File: src/rtl/pwm_capture.sv
// PWM receiver: measures high time and period of pwm_in in clk cycles.
// Optional glitch filter on the conditioned level: PWM_CAPTURE_FILTER_EN.
module pwm_capture #(
  parameter int TIMEOUT    = 16'hFFFF,
  parameter int FILTER_LEN = 3
) (
  input  logic        clk,
  input  logic        reset,
  input  logic        pwm_in,
  output logic [15:0] pulse_width,
  output logic [15:0] cycle_width,
  output logic        meas_valid,
  output logic        signal_lost,
  output logic        in_level
);

  typedef enum logic [1:0] {
    IDLE,
    HIGH,
    LOW,
    LOST
  } state_t;

  localparam logic [15:0] TO = 16'(TIMEOUT);

  state_t      state, state_n;
  logic        s1, s2;
  logic        lvl, lvl_d;
  logic        rise, fall;
  logic [15:0] cnt, cnt_n;
  logic [15:0] high_cnt, hc_n;
  logic [15:0] pw_n, cw_n;
  logic        mv_n, sl_n;

  always_ff @(posedge clk or negedge reset) begin
    if (!reset) begin
      s1 <= 1'b0;
      s2 <= 1'b0;
    end else begin
      s1 <= pwm_in;
      s2 <= s1;
    end
  end

`ifdef PWM_CAPTURE_FILTER_EN
  localparam int RW = $clog2(FILTER_LEN + 1);
  localparam logic [RW-1:0] RUN_MAX = RW'(FILTER_LEN - 1);

  logic          lvl_q;
  logic [RW-1:0] run;
  logic          accept;

  // The current sample counts as the last of the FILTER_LEN run.
  assign accept = (s2 != lvl_q) && (run == RUN_MAX);
  assign lvl    = accept ? s2 : lvl_q;

  always_ff @(posedge clk or negedge reset) begin
    if (!reset) begin
      lvl_q <= 1'b0;
      run   <= '0;
    end else if (s2 == lvl_q) begin
      run <= '0;
    end else if (accept) begin
      lvl_q <= s2;
      run   <= '0;
    end else begin
      run <= run + 1'b1;
    end
  end
`else
  localparam int unused_filter_len = FILTER_LEN;

  assign lvl = s2;
`endif

  assign rise     = lvl & ~lvl_d;
  assign fall     = ~lvl & lvl_d;
  assign in_level = lvl;

  always_comb begin
    state_n = state;
    hc_n    = high_cnt;
    pw_n    = pulse_width;
    cw_n    = cycle_width;
    mv_n    = 1'b0;
    sl_n    = signal_lost;
    if (rise)
      cnt_n = 16'd1;
    else if (cnt < TO)
      cnt_n = cnt + 16'd1;
    else
      cnt_n = cnt;
    unique case (state)
      IDLE: begin
        if (rise)
          state_n = HIGH;
      end
      HIGH: begin
        if (cnt == TO) begin
          sl_n    = 1'b1;
          state_n = LOST;
        end else if (fall) begin
          hc_n    = cnt;
          state_n = LOW;
        end
      end
      LOW: begin
        // A rise on the timeout cycle still completes the period.
        if (rise) begin
          cw_n    = cnt;
          pw_n    = high_cnt;
          mv_n    = 1'b1;
          state_n = HIGH;
        end else if (cnt == TO) begin
          sl_n    = 1'b1;
          state_n = LOST;
        end
      end
      LOST: begin
        if (rise) begin
          sl_n    = 1'b0;
          state_n = HIGH;
        end
      end
      default: state_n = IDLE;
    endcase
  end

  always_ff @(posedge clk or negedge reset) begin
    if (!reset) begin
      state       <= IDLE;
      lvl_d       <= 1'b0;
      cnt         <= '0;
      high_cnt    <= '0;
      pulse_width <= '0;
      cycle_width <= '0;
      meas_valid  <= 1'b0;
      signal_lost <= 1'b0;
    end else begin
      state       <= state_n;
      lvl_d       <= lvl;
      cnt         <= cnt_n;
      high_cnt    <= hc_n;
      pulse_width <= pw_n;
      cycle_width <= cw_n;
      meas_valid  <= mv_n;
      signal_lost <= sl_n;
    end
  end

endmodule

File: config.mk
export PLATFORM = sky130hd
export DESIGN_NAME = pwm_capture
export DESIGN_NICKNAME = d
export VERILOG_FILES = /design/src/rtl/pwm_capture.sv
export SDC_FILE = /design/constraint.sdc
export NUM_CORES = 1
export LEC_CHECK = 0
export CAP_MARGIN = 5
export CORE_MARGIN = 2
export CORE_UTILIZATION = 49
export CTS_CLUSTER_SIZE = 10
export DETAILED_ROUTE_END_ITERATION = 8
export GPL_TIMING_DRIVEN = 0
export PLACE_DENSITY = 0.86
export RECOVER_POWER = 100
export SYNTH_ARGS = -nofsm -noshare
export SYNTH_HDL_FRONTEND = slang
export SYNTH_SLANG_ARGS = --single-unit
File: constraint.sdc
create_clock -name clk -period 1.75 [get_ports clk]
set_input_delay 0.2625 -clock clk [delete_from_list [all_inputs] [get_ports clk]]
set_output_delay 0.2625 -clock clk [all_outputs]
set_load 0.01 [all_outputs]
==> summary.txt, run 1 <==
Outcome
  – Status: finished, violations left
  – Failing checks: capacitance limit, slew limit, setup timing

Logic synthesis
  – Seq/Total Area, Yosys: approximately 58%
  – Post-synth EDFFs: 0
  – Number of cells produced by synthesis: approximately 230
  – Top cells by count, synth: dfrtp_1, mux2_2, a21oi_1, nand2_1, or4_1
  – Async SR Flop Fraction: 100%
  – Syn_nets: 241
  – Flops & latches, synth: 71
  – Synth warn: 0
  – Compound-Gate Fraction of Synth Area: under 10%
  – Top cell type's share of synthesized area: ~58%
  – Most common cell in the netlist: dfrtp_1
  – Top cells by area, synth: dfrtp_1, mux2_2, a21oi_1
  – Post-Synth Simple-Gate Area: 10.1%
  – Ys flop type: dfrtp_1
  – Post-Synth XOR/XNOR Area: 0.285%
  – Main combinational cell family by area after synthesis: multiplexers
  – Largest area contributor in the netlist: dfrtp_1
  – Yosys cell types: 39
  – Mux cell area share after synthesis: between 10% and 20%
  – Cell area after synthesis: 0.00307 mm2
  – Synth Area in Adders: around 2.0%
  – Syn avg cell area: 13.2 um2

Die
  – Die area: 0.00692 mm2
  – Core area: ~0.0060 mm2
  – Initial Util: ~51%
  – Die Ht: 83.2 um
  – Std-Cell Rows: 28
  – I/O Pins: 38
  – Die width: 83.2 um

Power and ir drop
  – Pwr Density: 1110 mW/mm2
  – Static Leak: between 2 and 2.5 nW
  – IR Drop Worst-Case VDD: 0.000481 V

Clock tree
  – CTS sink cnt: 71
  – CTS Buf Count: 9
  – Clk Latency, worst-skew pair: 350 ps
  – CTS tree: done
  – Hold-fix buffers, CTS: 0
  – CTS clock-pin slew for the worst setup and hold paths: roughly 70 ps
  – Root Buffer: clkbuf_8
  – H-tree depth: 3
  – CTS Buffer Depth: 2

Worst setup path
  – CP top delay family: simple AND/OR/NAND/NOR gates
  – Largest fanout on the critical path: 5
  – WS Path Type: flip-flop to flip-flop
  – Worst-path cell chain: nand4_1 -> buf_4 -> nor4_4 -> or3_4 -> clkbuf_16 -> mux2_4
  – Crit start category: flip-flop
  – CP Capture Type: flip-flop
  – Critical Path Max Stage Delay: about 380 ps
  – CP required: a little under 2000 ps
  – Critical path arrival: roughly 2100 ps
  – WP buf/inv: 2
  – Slowest cell on crit path: dfrtp_2

STA
  – Slew @ Worst Pin: roughly 1500 ps
  – Peak Freq: 0.544 GHz
  – Relative slew slack: -2.72%
  – Final hold vios: 0
  – Unrepaired setup endpoints after global routing: true
  – Crit share post-route: 105%
  – Fin Clk Skew: 8.34 ps
  – Fin. max-slew vios: 72
  – Setup violators final: 25
  – Min Tclk post-route: roughly 1800 ps
  – Setup WS post-layout: -88.8 ps

Place
  – DP Area: 0.00355 mm2
  – RD Place Congestion: ~0.83
  – Sum of net half-perimeters after detailed placement: slightly above 4 mm
  – IO buf count: 37
  – Pre-CTS setup slack: -273 ps

Final layout
  – Fill cell count: about 370
  – Final #Nets: roughly 310
  – Antenna diode count: 0
  – Area of the multi-input gates: 0.00132 mm2
  – Design Area, Final: a little over 0.004 mm2
  – Fraction of layout cells with a size suffix above 1: between 40% and 50%
  – Sequential Area: ~0.0018 mm2
  – Layout area overhead: 34.4%

Global route
  – Wire length of the first global-routing pass: between 10 and 15 mm
  – Largest net degree at the start of global routing: 72
  – Initial antenna violation count: 0
  – Number of global-route vias before repair: approximately 2400
  – GRT overflow: 0
  – Total GRT Usage: a little over a fifth

Route
  – Starting DRT DRC Count: ~320
  – Drt pass-1 iters: 5
  – DRT Wirelength: 7.42 mm
  – Wirelength per Cell: just under 20 um
  – Vias per cell: between 6 and 7
  – Remaining DRCs: 0
  – Total number of vias: 2307
  – ANT nets after route: 0

Run
  – Max-cap violations: 1

Hold path
  – HP Class: primary input to async pin
-- per-layer routing --
| layer | vias up | track usage [%] | share of wire, % |
|---|---|---|---|
| met1 | 1139 | 26.1 | 40 |
| met5 | - | 0 | 0 |
| met4 | 0 | 11.9 | 3.7 |
| li1 | 1011 | - | - |
| met2 | 128 | 33.1 | 49 |
| met3 | 29 | 6.66 | 7.4 |
-- where the power goes --
part / leakage (nW) / switching (W) / internal (W)
clock network: 0.114 / 0.000591 / 0.000880
registers: 0.936 / 0.000182 / 0.00186
logic: 1.01 / 0.000518 / 0.000561
-- kinds of logic after synthesis --
logic type | after synthesis
and+or+nand+nor | 49
muxes | 47
DFF | 71
adders and majority gates | 5
buffers and inverters | 19
AOI/OAI and AO/OA | 41
xor gates and xnor gates | 1
-- cells in the final DEF (no fill, tap or decap), types with 3 or more instances in the layout --
cell	count
nor3_1	5
buf_6	4
nand2_1	8
dfrtp_2	12
clkbuf_2	3
buf_4	24
dlygate4sd3_1	34
clkbuf_1	4
nand4_1	6
nand3_1	3
a21oi_1	15
mux2_2	31
mux2_4	16
o31ai_1	7
ha_1	3
nand2b_1	4
inv_1	4
or4_1	6
dfrtp_1	59
o21ai_0	6
clkbuf_8	11
-- flip-flops by register name, indices dropped and copies added, names as in the netlist --
name / flops
meas_valid: 1
high_cnt: 16
signal_lost: 1
lvl_d: 1
cnt: 16
cycle_width: 16
s1: 1
in_level: 1
pulse_width: 16
state: 2
-- stage by stage --
stage	total power (W)	hold slack (ps)	TNS (ps)	cells	utilization, %
CTS	0.00457	57.6	-634	373	66.1
floorplan	0.00261	-33.1	-134	233	-
detailed placement	0.00301	336	-7150	345	59.3
global placement	0.00296	332	-138730	345	59.3
global route	0.00480	358	-2990	384	68.9
finish	0.00459	306	-1260	384	68.9
-- layout make-up --
type | instances | area share [%]
flip-flops and latches | 71 | 43.4
well taps | 75 | 2.27
clock buffers | 13 | 3.85
plain buffers | 11 | 2.06
inverters | 5 | 0.455
multi-input cells | 143 | 31.9
repair buffers | 63 | 14.5
clock inverters | 3 | 1.58
-- timing repair --
action / CTS / global route
setup buffers: 13 / 12
resized for setup: 25 / 27
gates cloned: 0 / 1
pin swaps: 4 / 10
setup endpoints to repair: 58 / 56
-- final timing paths --
| path | slack (ps) | cells after the start | startpoint | to |
|---|---|---|---|---|
| setup / recovery | -90 | 6 | cnt[9] | high_cnt[0] |
| min in group clk | 350 | 0 | s1 | in_level |
| max in group asynchronous | 420 | 1 | reset | cnt[6] |
| hold / removal | 310 | 1 | reset | lvl_d |
| hold reg to reg | 350 | 0 | s1 | in_level |
| setup reg to reg | -90 | 6 | cnt[9] | high_cnt[0] |
Power figures use the tool's default switching activity.
==> inputs of run 2 (changes only) <==
GPL_TIMING_DRIVEN = unset   (was 0)
==> summary.txt, run 2 (synthesis results as in run 1) <==
Outcome
  – Status: finished, violations left
  – Failing checks: setup timing

Worst setup path
  – Worst reg2reg startpoint: cnt[9]
  – WP buf/inv: 1
  – Critical path arrival: roughly 2000 ps
  – WS Path Type: flip-flop to flip-flop
  – Worst-path cell chain: nand4_1 -> nor4_4 -> or3_4 -> buf_12 -> mux2_2
  – Critical Path Max Stage Delay: roughly 370 ps
  – CP required: 1990 ps
  – Largest fanout on the critical path: 16
  – CP top delay family: simple AND/OR/NAND/NOR gates
  – Crit path launch: cnt[9]
  – Worst R2R End: high_cnt[5]
  – CP Capture Type: flip-flop
  – Slowest cell on crit path: dfrtp_1
  – Crit path depth: 5
  – Reg2reg setup slack: -30 ps
  – Crit start category: flip-flop
  – R2r worst-path depth: 5
  – CP Capture Point: high_cnt[5]

Global route
  – Number of global-route vias before repair: 2094
  – Grt met1 use: approximately 25%
  – GRT Max-Usage Layer: met2
  – Met2 global-route usage: between 20 and 30%
  – Wire length of the first global-routing pass: between 10 and 15 mm
  – Initial antenna violation count: 0
  – Met3 usage: between 5 and 6%
  – Largest net degree at the start of global routing: 33
  – Total GRT Usage: 18.8%
  – GRT overflow: 0

STA
  – Final hold vios: 0
  – Crit share post-route: 102%
  – Setup WS post-layout: -33.0 ps
  – Setup violators final: 11
  – Min Tclk post-route: roughly 1800 ps
  – Unrepaired setup endpoints after global routing: true
  – Peak Freq: about 0.56 GHz
  – Fin Clk Skew: 6.28 ps
  – Fin. max-slew vios: 0
  – Slew @ Worst Pin: between 700 and 800 ps
  – Relative slew slack: between 50% and 60%

Die
  – Die Ht: ~83 um
  – Initial Util: between 50% and 60%
  – Die area: approximately 0.0069 mm2
  – Core area: approximately 0.0060 mm2
  – Die width: ~83 um
  – Std-Cell Rows: 28
  – I/O Pins: 38

Final layout
  – Commonest non-fill, non-tap cells in the layout: dfrtp_1, mux2_2, clkdlybuf4s50_1
  – Final #Nets: slightly above 300
  – Layout area overhead: 29.3%
  – Area of the multi-input gates: around 0.0012 mm2
  – Commonest non-fill, non-tap cell in the layout: dfrtp_1
  – Design Area, Final: between 0.003 and 0.004 mm2
  – Sequential Area: 0.00178 mm2
  – Fill cell count: between 400 and 500
  – Antenna diode count: 0
  – Layout Cells excl Fill: 377
  – Fraction of layout cells with a size suffix above 1: around 34%

Hold path
  – HP Class: flip-flop to flip-flop

Power and ir drop
  – Combinational Power Share: between 20% and 30%
  – Switch share: approximately 28%
  – Pwr Density: 1120 mW/mm2
  – Switching power of the nets: 0.00122 W
  – Final Power: roughly 0.0044 W
  – Clock share of power: slightly above 30%
  – IR Drop Worst-Case VDD: around 0.00063 V
  – Static Leak: 1.88 nW
  – Part of the power in registers: 45.4%
  – P_int: approximately 0.0032 W

Place
  – Sum of net half-perimeters after detailed placement: 4.32 mm
  – IO buf count: 37
  – Dpl cells: ~360
  – DP Area: 0.00372 mm2
  – RD Place Congestion: 0.869

Clock tree
  – CTS clock-pin slew for the worst setup and hold paths: roughly 70 ps
  – CTS tree: done
  – CTS sink cnt: 71
  – CTS Buffer Depth: 2
  – Root Buffer: clkbuf_8
  – H-tree depth: 3
  – Clk Latency, worst-skew pair: 350 ps
  – CTS Buf Count: 9

Route
  – Remaining DRCs: 0
  – DRT Wirelength: 6.14 mm
  – Starting DRT DRC Count: roughly 120
  – Vias per cell: about 5.6
  – Wirelength per Cell: 16.3 um
  – Total number of vias: between 2000 and 2500
  – Drt pass-1 iters: 4
  – ANT nets after route: 0

Run
  – Max-cap violations: 0
run 2: worst min path at each step:
| stage | slack [ps] | to | depth (start not counted) | start |
|---|---|---|---|---|
| floorplan | -30 | cnt[0] | 0 | reset |
| global placement | 180 | s1 | 1 | reset |
| detailed placement | 180 | s1 | 1 | reset |
| CTS | 340 | s1 | 2 | reset |
| global route | 370 | in_level | 0 | s1 |
| finish | 350 | in_level | 0 | s1 |
run 2: metal layers:
| metal | share of wire (%) | vias up |
|---|---|---|
| li1 | - | 985 |
| met1 | 43 | 1057 |
| met2 | 49 | 73 |
| met3 | 5.9 | 9 |
| met4 | 1.6 | 0 |
| met5 | 0 | - |
run 2: final cells by class:
cell class                 instances  share of cell area (%)
inverter                           5                   0.473
clock buffer                      13                    4.26
sequential                        71                    44.8
multi-input combinational        143                    31.5
timing repair buffer              67                    15.6
clock inverter                     3                    1.01
tap                               75                    2.36
run 2: timing repair:
action	4_1_cts	5_1_grt
cloned	0	0
buffers inserted	0	1
hold buffers	1	0
gates resized for setup	6	3
setup endpoints to repair	14	55
hold endpoints to repair	10	0
pin swaps	2	4
run 2: stage by stage:
stage	setup TNS, ps	utilization, %	setup slack (ps)	hold WS (ps)
2_1_floorplan	-134	-	-29.9	-33.1
3_3_place_gp	0	62.1	49.0	182
3_5_place_dp	-271	62.1	-31.7	178
4_1_cts	-15.0	66.3	-8.93	336
5_1_grt	-947	66.2	-67.6	374
6_report	-252	66.2	-33.0	351
run 2: power groups by stage:
stage	clock network [W]	logic, W	registers [W]
2_1_floorplan	0	0.000550	0.00206
3_3_place_gp	0	0.00102	0.00203
3_5_place_dp	0	0.00106	0.00204
4_1_cts	0.00139	0.00108	0.00202
5_1_grt	0.00146	0.00116	0.00205
6_report	0.00135	0.00107	0.00202
